--- config.mk ---
export PLATFORM = sky130hd
export DESIGN_NAME = dmem_arbiter
export DESIGN_NICKNAME = d
export VERILOG_FILES = /design/src/rtl/dmem_arbiter_pkg.sv /design/src/rtl/dmem_lane_align.sv /design/src/rtl/dmem_arbiter.sv
export SDC_FILE = /design/constraint.sdc
export NUM_CORES = 1
export LEC_CHECK = 0
export CAP_MARGIN = 20
export CORE_UTILIZATION = 32
export CTS_CLUSTER_SIZE = 40
export DETAILED_ROUTE_END_ITERATION = 7
export GPL_ROUTABILITY_DRIVEN = 0
export PLACE_DENSITY = 0.82
export RECOVER_POWER = 50
export SYNTH_ARGS = -nofsm -noshare
export SYNTH_HDL_FRONTEND = slang
export SYNTH_SLANG_ARGS = --single-unit
--- constraint.sdc ---
create_clock -name clk -period 2.5 [get_ports clk]
set_clock_uncertainty 0.05 [all_clocks]
set_input_delay 0.375 -clock clk [delete_from_list [all_inputs] [get_ports clk]]
set_output_delay 0.375 -clock clk [all_outputs]
set_load 0.02 [all_outputs]
--- src/rtl/dmem_arbiter_pkg.sv ---
// Shared widths, access-size encodings and load context for the data-RAM arbiter.
package dmem_arbiter_pkg;

  localparam int unsigned AWIDTH = 10;
  localparam int unsigned DWIDTH = 32;
  localparam int unsigned NLANES = DWIDTH / 8;
  localparam int unsigned CNT_W  = 4;

  typedef enum logic [1:0] {
    SZ_BYTE = 2'b00,
    SZ_HALF = 2'b01,
    SZ_WORD = 2'b10,
    SZ_BAD  = 2'b11
  } size_e;

  // Load alignment context carried from the grant cycle to the data cycle.
  typedef struct packed {
    logic [1:0] off;
    logic [1:0] size;
    logic       uns;
  } ld_ctx_t;

  // Size 11 has no defined lane pattern, so it is rejected like a misaligned access.
  function automatic logic misaligned(input logic [1:0] size, input logic [1:0] off);
    case (size)
      SZ_BYTE: misaligned = 1'b0;
      SZ_HALF: misaligned = off[0];
      SZ_WORD: misaligned = (off != 2'b00);
      default: misaligned = 1'b1;
    endcase
  endfunction

endpackage

--- src/rtl/dmem_lane_align.sv ---
// Byte-lane steering: store size/offset to lane enables and replicated data,
// and raw RAM word to aligned, extended load data.
module dmem_lane_align
  import dmem_arbiter_pkg::*;
(
  input  logic [1:0]        st_size,
  input  logic [1:0]        st_off,
  input  logic [DWIDTH-1:0] st_wdata,
  output logic [NLANES-1:0] we_c,
  output logic [DWIDTH-1:0] qin_c,
  input  logic [DWIDTH-1:0] ld_qout,
  input  logic [1:0]        ld_off,
  input  logic [1:0]        ld_size,
  input  logic              ld_uns,
  output logic [DWIDTH-1:0] rdata_c
);

  logic [DWIDTH-1:0] shifted;

  always_comb begin
    we_c  = '0;
    qin_c = st_wdata;
    case (st_size)
      SZ_BYTE: begin
        we_c  = 4'(4'b0001 << st_off);
        qin_c = {4{st_wdata[7:0]}};
      end
      SZ_HALF: begin
        we_c  = st_off[1] ? 4'b1100 : 4'b0011;
        qin_c = {2{st_wdata[15:0]}};
      end
      SZ_WORD: we_c = 4'b1111;
      default: we_c = '0;
    endcase
  end

  always_comb begin
    shifted = ld_qout >> {ld_off, 3'b000};
    case (ld_size)
      SZ_BYTE: rdata_c = {{24{~ld_uns & shifted[7]}}, shifted[7:0]};
      SZ_HALF: rdata_c = {{16{~ld_uns & shifted[15]}}, shifted[15:0]};
      default: rdata_c = shifted;
    endcase
  end

endmodule

--- src/rtl/dmem_arbiter.sv ---
// Two-requester arbiter for the single-port data RAM: core load/store path and
// debug/loader port, with starvation relief and one-cycle read return.
module dmem_arbiter
  import dmem_arbiter_pkg::*;
#(
  parameter int unsigned STARVE_MAX = 4
) (
  input  logic              clk,
  input  logic              rst,
  input  logic              c_req,
  input  logic              c_wr,
  input  logic [AWIDTH+1:0] c_addr,
  input  logic [1:0]        c_size,
  input  logic              c_uns,
  input  logic [DWIDTH-1:0] c_wdata,
  output logic              c_gnt,
  output logic              c_misalign,
  output logic              c_rvalid,
  output logic [DWIDTH-1:0] c_rdata,
  input  logic              d_req,
  input  logic [NLANES-1:0] d_we,
  input  logic [AWIDTH-1:0] d_addr,
  input  logic [DWIDTH-1:0] d_wdata,
  output logic              d_gnt,
  output logic              d_rvalid,
  output logic [DWIDTH-1:0] d_rdata,
  output logic [AWIDTH-1:0] ram_addr,
  output logic [DWIDTH-1:0] ram_qin,
  output logic [NLANES-1:0] ram_we,
  input  logic [DWIDTH-1:0] ram_qout
);

  typedef enum logic [1:0] {
    IDLE    = 2'b00,
    RD_CORE = 2'b01,
    RD_DBG  = 2'b10
  } state_e;

  localparam logic [CNT_W-1:0] STARVE_LIM = CNT_W'(STARVE_MAX);

  state_e            state;
  logic [CNT_W-1:0]  starve_cnt;
  ld_ctx_t           ctx;
  logic [AWIDTH-1:0] addr_q;

  logic [1:0]        off;
  logic              mis;
  logic              c_rd;
  logic              d_rd;
  logic [NLANES-1:0] st_we;
  logic [DWIDTH-1:0] st_qin;
  logic [DWIDTH-1:0] ld_rdata;

  assign off  = c_addr[1:0];
  assign mis  = misaligned(c_size, off);
  assign c_rd = c_gnt & ~c_wr & ~mis;
  assign d_rd = d_gnt & (d_we == '0);

  dmem_lane_align u_lane (
    .st_size  (c_size),
    .st_off   (off),
    .st_wdata (c_wdata),
    .we_c     (st_we),
    .qin_c    (st_qin),
    .ld_qout  (ram_qout),
    .ld_off   (ctx.off),
    .ld_size  (ctx.size),
    .ld_uns   (ctx.uns),
    .rdata_c  (ld_rdata)
  );

  // Core has priority until debug has lost STARVE_MAX contested cycles in a row.
  always_comb begin
    c_gnt = 1'b0;
    d_gnt = 1'b0;
    if (!rst) begin
      if (c_req && (!d_req || starve_cnt != STARVE_LIM)) c_gnt = 1'b1;
      else if (d_req)                                    d_gnt = 1'b1;
    end
    c_misalign = c_gnt & mis;
  end

  // RAM drive; address holds while idle so the RAM pins stay quiet.
  always_comb begin
    ram_we   = '0;
    ram_qin  = d_wdata;
    ram_addr = addr_q;
    if (c_gnt) begin
      ram_addr = c_addr[AWIDTH+1:2];
      ram_qin  = st_qin;
      if (c_wr && !mis) ram_we = st_we;
    end else if (d_gnt) begin
      ram_addr = d_addr;
      ram_qin  = d_wdata;
      ram_we   = d_we;
    end
  end

  always_ff @(posedge clk) begin
    if (rst) begin
      state      <= IDLE;
      starve_cnt <= '0;
      ctx        <= '0;
      addr_q     <= '0;
    end else begin
      addr_q <= ram_addr;
      if (c_rd) begin
        state <= RD_CORE;
        ctx   <= '{off: off, size: c_size, uns: c_uns};
      end else if (d_rd) begin
        state <= RD_DBG;
      end else begin
        state <= IDLE;
      end
      if (d_gnt || !d_req) starve_cnt <= '0;
      else if (c_gnt)      starve_cnt <= starve_cnt + CNT_W'(1);
    end
  end

  // Read return is gated by rst so a read pending across reset never completes.
  assign c_rvalid = (state == RD_CORE) & ~rst;
  assign d_rvalid = (state == RD_DBG) & ~rst;
  assign c_rdata  = c_rvalid ? ld_rdata : '0;
  assign d_rdata  = d_rvalid ? ram_qout : '0;

endmodule

# Word level (Yosys, flattened, before mapping)

Index checks and enable logic that the tools add are counted.

Bits in writable memories: 0
Latch bits: 0
Word-level logic and storage cells: 60
Register bits after elaboration: 21
ROM bits: 0
Memories kept: 0
Input port bits: 130
Output and inout bits: 115

Div/mod/pow operators: 0
Reduce and logical (&&, ||, !) cells: 12
Magnitude comparators: 0
Shift operators: 2
Bitwise operators: 12
Add/sub/neg operators: 1
Multipliers: 0
Mux-type cells: 20
Eq/ne operators: 6

Operator list:

| operator                                                              | count |
|---|---|
| 32-bit one-hot mux with 2 select lines                                | 2 |
| 32-bit 2-to-1 mux                                                     | 3 |
| 32-bit by 5-bit >> shifter with 32-bit output                         | 1 |
| 10-bit 2-to-1 mux                                                     | 2 |
| 4-bit 2-to-1 mux                                                      | 4 |
| 4-bit one-hot mux with 3 select lines                                 | 1 |
| 1-bit AND                                                             | 8 |
| 2-bit by 1-bit equality test with 1-bit output, second input constant | 3 |
| 1-bit 2-to-1 mux                                                      | 6 |
| 4-bit by 1-bit adder with 4-bit output, second input constant         | 1 |
| 2-bit equality test, second input constant                            | 2 |
| 2-bit logical NOT                                                     | 2 |
| 4-bit logical NOT                                                     | 1 |
| 4-bit by 3-bit != test with 1-bit output, second input constant       | 1 |
| 1-bit NOT                                                             | 4 |
| 2-bit OR reduction                                                    | 2 |
| 1-bit by 2-bit left shift with 4-bit output, first input constant     | 1 |
| 1-bit one-hot mux with 3 select lines                                 | 1 |
| 1-bit logical AND                                                     | 2 |
| 1-bit logical NOT                                                     | 2 |
| 1-bit logical OR                                                      | 2 |
| 2-bit 2-to-1 mux                                                      | 1 |
| 2-bit nonzero test                                                    | 1 |

# Depth between registers and ports, before layout

Word-level depth: 8
Mapped depth: 9
Mapped depth without buffers: 7

# Hierarchy

Synthesis repeated with hierarchy kept, for this count alone.

Cell total of the unflattened synthesis: 426
Area, all modules: 3410.8 um^2

Modules (own cells, without submodules):

| module          | area each (um^2) | instances | cells an instance |
|---|---|---|---|
| dmem_arbiter    | 2232.1           | 1         | 252 |
| dmem_lane_align | 1178.6           | 1         | 174 |

# Worst setup path after synthesis

OpenSTA, ideal clock, no wires.

Kind: input to output
Start: input rst
End: output c_rdata[16]
Setup slack: 0.159 ns
Stages on the path: 6
Data arrival time: 1.916 ns
Path buffers: 2
Required time: 2.075 ns
Cells stage by stage: buf_6 or3b_4 buf_6 inv_1 nand3b_1 o21ai_0

Word-level cells in the longest chain between the ends: 3

RTL lines:

| what              | RTL line            | source |
|---|---|---|
| from (decl)       | dmem_arbiter.sv:9   | `input logic rst,` |
| 1-bit NOT         | dmem_arbiter.sv:121 | `assign c_rvalid = (state == RD_CORE) & ~rst;` |
| 1-bit AND         | dmem_arbiter.sv:121 |  |
| net c_rvalid      | dmem_arbiter.sv:18  | `output logic c_rvalid,` |
| 32-bit 2-to-1 mux | dmem_arbiter.sv:123 | `assign c_rdata = c_rvalid ? ld_rdata : '0;` |
| to (decl)         | dmem_arbiter.sv:19  | `output logic [DWIDTH-1:0] c_rdata,` |

The timed path passes the listed nets, and every way through them passes these cells.

# Final worst setup path

Start: input c_req
End: output ram_qin[7]

Word-level cells in the longest chain between the ends: 4

RTL lines:

| what              | RTL line           | source |
|---|---|---|
| from (decl)       | dmem_arbiter.sv:10 | `input logic c_req,` |
| 1-bit logical AND | dmem_arbiter.sv:77 | `if (c_req && (!d_req \|\| starve_cnt != STARVE_LIM)) c_gnt = 1'b1;` |
| 1-bit 2-to-1 mux  | dmem_arbiter.sv:77 |  |
| 1-bit 2-to-1 mux  | dmem_arbiter.sv:76 | `if (!rst) begin` |
| 32-bit 2-to-1 mux | dmem_arbiter.sv:88 | `if (c_gnt) begin` |
| to (decl)         | dmem_arbiter.sv:28 | `output logic [DWIDTH-1:0] ram_qin,` |

No other way between the ends.

==> impl_metrics.tcl <==
set metrics [dict create \
    die_y_um 94.5 \
    synth_top_area_share_pct 15.3 \
    fmax_mhz 403 \
    synthSimpleGateAreaFrac_pct 33.0 \
    regArea_um2 422 \
    grt_max_degree 34 \
    tightest_slew_ns 0.380 \
    rows 33 \
    clk_path_buf_depth 2 \
    slew_headroom_pct 74.4 \
    nets 827 \
    cts_hold_buf 0 \
    wl_per_cell_um 15.6 \
    synthAdderAreaFrac_pct 0.913 \
    holdWs_ns 0.487 \
    drtAntennaViolNets 0 \
    crit_path_end_kind "primary output" \
    fill_cells 726 \
    critPathKind "in -> out" \
    ys_ff_latch 21 \
    yosysWarnings 0 \
    grt_overflow 0 \
    cpMostUsedCell "nand2_1" \
    die_area_mm2 0.00894 \
    syn2layout_area_growth_pct 102 \
    slew_violations 0 \
    path_cells "clkdlybuf4s50_1 -> and2b_1 -> nand2_2 -> inv_1 -> buf_12 -> clkbuf_2 -> nand2_1 -> nand2_1 -> clkdlybuf4s15_1" \
    dp_hpwl_um 10200 \
    grt_pass1_wl_um 18900 \
    routed_wl_um 12400 \
    vias_per_cell 5.19 \
    dpl_cell_area_mm2 0.00570 \
    synth-edff-count 0 \
    drive_gt1_share_pct 13.3 \
    clk_pin_slew_ns 0.08 \
    yosysSeqAreaShare_pct 15.3 \
    maxCapViolCount 0 \
    grtUsageTotal_pct 26.2 \
    max_stage_delay_ns 0.50 \
    synth_top_family_by_area "simple AND/OR/NAND/NOR gates" \
    synthMuxAreaShare_pct 16.6 \
    synth_largest_area_cell "dfxtp_1" \
    design_area_mm2 0.00555 \
    worstPathArrival_ns 2.05 \
    core_mm2 0.00826 \
    peakVddDrop_mv 0.281 \
    cts_max_level 1 \
    yosysUniqueCellTypes 41 \
    vias 4150 \
    synth_area_leaders "dfxtp_1 15%, mux2i_1 15%, nand2_1 9.7%" \
    grt_pass1_vias 3999 \
    cp_max_fo 19 \
    syn_area_mm2 0.00274 \
    cp_slowest_cell "clkdlybuf4s50_1" \
    clock-sinks 21 \
    hold_viol_final 0 \
    cp-start-kind "input port" \
    setup_viol 0 \
    synth_nets 547 \
    drtIter0Drc 85 \
    clock_latency_ns 0.26 \
    drcViolationCount 0 \
    status "complete, no violations" \
    synth_compound_area_share_pct 26.4 \
    worst_slack_ns 0.0216 \
    multiInputGateArea_mm2 0.00216 \
    cts_tree "done" \
    root_buffer "clkbuf_8" \
    synth_xor_area_share_pct 0.959 \
    io_pins 245 \
    die_width_um 94.5 \
    io_buffer_count 244 \
    async_flop_share_pct 0 \
    rsz0062_at_grt "yes" \
    cts_buffers 3 \
    firstDrtPassIters 4 \
    start_util_pct 33.2 \
    antenna_found_initial 0 \
    diodes 0 \
    netlist_instances 415 \
    leakage_nw 2.41 \
    period_share_pct 99.1 \
    ys.flop_type "dfxtp_1" \
    cp.required_ns 2.08 \
    pre_cts_ws_ns -0.503 \
    hold_class "reg -> reg" \
    min_period_ns 2.48 \
    synth.avg_cell_area_um2 6.60 \
    power.density_mw_per_mm2 238 \
]
==> power by group <==
part | leakage, nW | switching (mW) | internal (mW) | total (mW)
logic | 2.21 | 0.354 | 0.385 | 0.739
registers | 0.173 | 0.00715 | 0.353 | 0.360
clock network | 0.0255 | 0.110 | 0.111 | 0.221
total | 2.41 | 0.471 | 0.849 | 1.32
==> routing by layer <==
layer / vias to the layer above / part of all wire [%] / GRT usage, %
met2: 201 / 52 / 50.6
met5: - / 0 / 0
met4: 0 / 2.1 / 6.44
li1: 2023 / - / -
met3: 28 / 9.2 / 7.41
met1: 1898 / 37 / 27.8
==> cell usage after synthesis, types with 2 or more instances <==
library cell / count
nor3_1: 5
a21oi_1: 14
xor2_1: 2
a211oi_1: 22
and2_1: 33
inv_1: 6
o21ai_0: 42
buf_1: 4
o21ai_1: 7
a32o_1: 2
o41ai_1: 10
dfxtp_1: 21
clkbuf_1: 16
nor2b_1: 10
buf_6: 2
nor2_1: 47
nand3_1: 6
nand2_1: 71
o31ai_1: 11
nand2b_1: 5
o211ai_1: 2
ha_1: 2
buf_2: 12
mux2i_1: 42
nand3b_1: 4
a21o_1: 2
==> cell type report <==
cell class | count | share of cell area, %
repair buffers | 310 | 49.8
multi-input cells | 353 | 39.0
flip-flops and latches | 21 | 7.60
well taps | 105 | 2.37
clock buffers | 3 | 0.744
inverters | 6 | 0.406
clock inverters | 1 | 0.0902
==> layout by cell type, fill, tap and decap left out, types with 20 or more instances in the layout <==
cell and n:
nor2_1 47, o21ai_0 42, nand2_1 70, dlygate4sd2_1 44
and2_1 33, clkdlybuf4s50_1 147, mux2i_1 40, buf_4 48
a211oi_1 22, clkbuf_1 23, dfxtp_1 20
==> state kept, by name, summed over array words and instances, names as in the netlist <==
register    cells
addr_q         10
ctx             5
starve_cnt      4
state           2
==> final timing paths <==
check | startpoint | endpoint | slack, ns | cells past startpoint
setup / recovery | c_req | ram_qin[7] | 0.02 | 9
setup reg to reg | starve_cnt[1] | addr_q[5] | 0.66 | 8
hold reg to reg | ctx[0] | ctx[0] | 0.49 | 2
hold / removal | ctx[0] | ctx[0] | 0.49 | 2
==> worst max-delay path: cells and delay by family <==
family / cells / cell delay [ns]
buf+inv: 5 / 1.33
simple gates: 4 / 0.35
==> cells by family after synthesis <==
family                   count (synthesis)
AND/OR/NAND/NOR                        189
AO/OA/AOI/OAI                          115
multiplexers                            44
buffers and inverters                   41
flip-flops                              21
XOR/XNOR                                 3
adder cells (fa/ha/maj)                  2
==> repair_timing <==
item,4_1_cts,5_1_grt
buffers inserted,1,3
setup endpoints to repair,115,58
resized for setup,88,81
pin swaps,2,1
==> metrics by stage <==
step	total power, mW	TNS (ns)	util (%)	std cells
3_3_place_gp	1.14	-27.20	69.0	791
6_report	1.32	0	67.2	799
3_5_place_dp	1.16	-29.36	69.0	791
2_1_floorplan	0.680	0	-	415
4_1_cts	1.33	0	68.7	796
5_1_grt	1.40	-1.18	67.2	799
Note: power is estimated with default switching activity, not from simulation.
==> RTL change: new RTL, same flow settings <==
Re-encode `state_e` (3 states) as one-hot, 3 bits wide.
--- a/src/rtl/dmem_arbiter.sv
+++ b/src/rtl/dmem_arbiter.sv
@@ -31,8 +31,8 @@
 );
 
-  typedef enum logic [1:0] {
-    IDLE    = 2'b00,
-    RD_CORE = 2'b01,
-    RD_DBG  = 2'b10
+  typedef enum logic [2:0] {
+    IDLE    = 3'b001,
+    RD_CORE = 3'b010,
+    RD_DBG  = 3'b100
   } state_e;
 
Formal check against the unedited RTL: same outputs for any inputs over 4 cycles, from zero or initial values and one cycle with rst high; so few cycles prove little.
==> RTL change against the original RTL <==
Worst hold slack lost 0.0067 ns; critical path depth down 3; largest power group unchanged; final area rose by 1.5%; setup slack gained 0.058 ns; sequential power is 5% higher; first-iteration DRC count rose by 12%; routed wire length down 5.3%; power fell by 0.16%; area after synthesis grew 3.9%; sequential cell count up 1.
==> RTL change: results (changes against the original RTL) <==
* Syn_area_per_cell at 6.55 µm² (was 6.60 µm²)
* M1 GR Usage at 0.243 (was 0.278)
* Outcome: finished clean (unchanged)
* Final wirelength at 11800 µm (was 12400 µm)
* Post-synthesis xor/xnor area fraction at 0.0123 (was 0.00959)
* Multi-input logic area at 0.00227 mm² (was 0.00216 mm²)
* Antenna cells at 1 (was 0)
* P_sw at 0.000458 W (was 0.000471 W)
* Multiplexer share of the synthesized area at 0.183 (was 0.166)
* Syn-to-layout area delta at 97.8% (was 102%)
* DP Cell Count at 815 (was 791)
* PostCTS Resize Cnt at 154 (was 88)
* Critical path's largest stage delay at 0.61 ns (was 0.50 ns)
* VDD IR max at 0.199 mV (was 0.281 mV)
* Placement Setup Slack at -0.552 ns (was -0.503 ns)
* Met2 Wirelength at 6190 µm (was 6450 µm)
* Largest net degree at the start of global routing at 57 (was 34)
* Signal buf overhead at 0.483 (was 0.498)
* Grt met3 use at 0.0434 (was 0.0741)
* Clk cell area share at 0.00733 (was 0.00834)
* HPWL Detailed at 9800 µm (was 10200 µm)
* CP max-delay cell: or4b_4 (was clkdlybuf4s50_1)
* Lkg Pwr at 2.71 nW (was 2.41 nW)
* DR WL met3 at 999 µm (was 1150 µm)
* Arrival @ worst endpoint at 1.99 ns (was 2.05 ns)
* Cells taking the most area after synthesis: dfxtp_1, mux2i_1, nand2_1 (unchanged)
* Vias in the first global route at 3911 (was 3999)
* Synth Area in Compound Gates at 0.219 (was 0.264)
* Total track usage at 0.243 (was 0.262)
* Routed metal-1 wire length at 4230 µm (was 4580 µm)
* FF/Latch Area at 440 µm² (was 422 µm²)
* Nets at 846 (was 827)
* Seq/Total Area, Yosys at 0.155 (was 0.153)
* Layout filler cell count at 777 (was 726)
* Met2 usage at 0.491 (was 0.506)
* Area post-placement at 0.00581 mm² (was 0.00570 mm²)
* Post-synthesis cell type count at 36 (was 41)
* Synth top cells by count: nand2_1, mux2i_1, nor2_1, o21ai_0 (was nand2_1, nor2_1, mux2i_1, o21ai_0, and2_1)
* Worst rel slew slack at 0.746 (was 0.744)
* Iteration-0 DRC Markers at 95 (was 85)
* Synth top area share at 0.155 (was 0.153)
* Combinational share of power at 0.546 (was 0.560)
* Clock Sink Count at 22 (was 21)
* CP Max Fanout at 16 (was 19)
[RTL change: cell count changes in the layout (fill, tap and decap cells not counted), moves of 9 or more]
cell / unedited run / this run
clkdlybuf4s50_1: 147 / 127
dlygate4sd2_1: 44 / 77
a31oi_1: 0 / 10
o31ai_1: 11 / 2
clkbuf_1: 23 / 9
clkdlybuf4s15_1: 14 / 2
a211oi_1: 22 / 33
o41ai_1: 10 / 0
nand2_1: 70 / 104
[RTL change: final timing paths]
kind / start / end / slack, ns / cells after the start
setup / recovery: state[0] / c_rdata[23] / 0.08 / 6
hold / removal: starve_cnt[0] / starve_cnt[0] / 0.48 / 2
setup reg to reg: starve_cnt[1] / addr_q[3] / 0.80 / 9
hold reg to reg: starve_cnt[0] / starve_cnt[0] / 0.48 / 2
[RTL change: logic make-up after synthesis]
family	count (synthesis)
muxes	51
AOI/OAI and AO/OA	101
buffers and inverters	39
DFF	22
and+or+nand+nor	216
adders and majority gates	2
xor gates and xnor gates	4
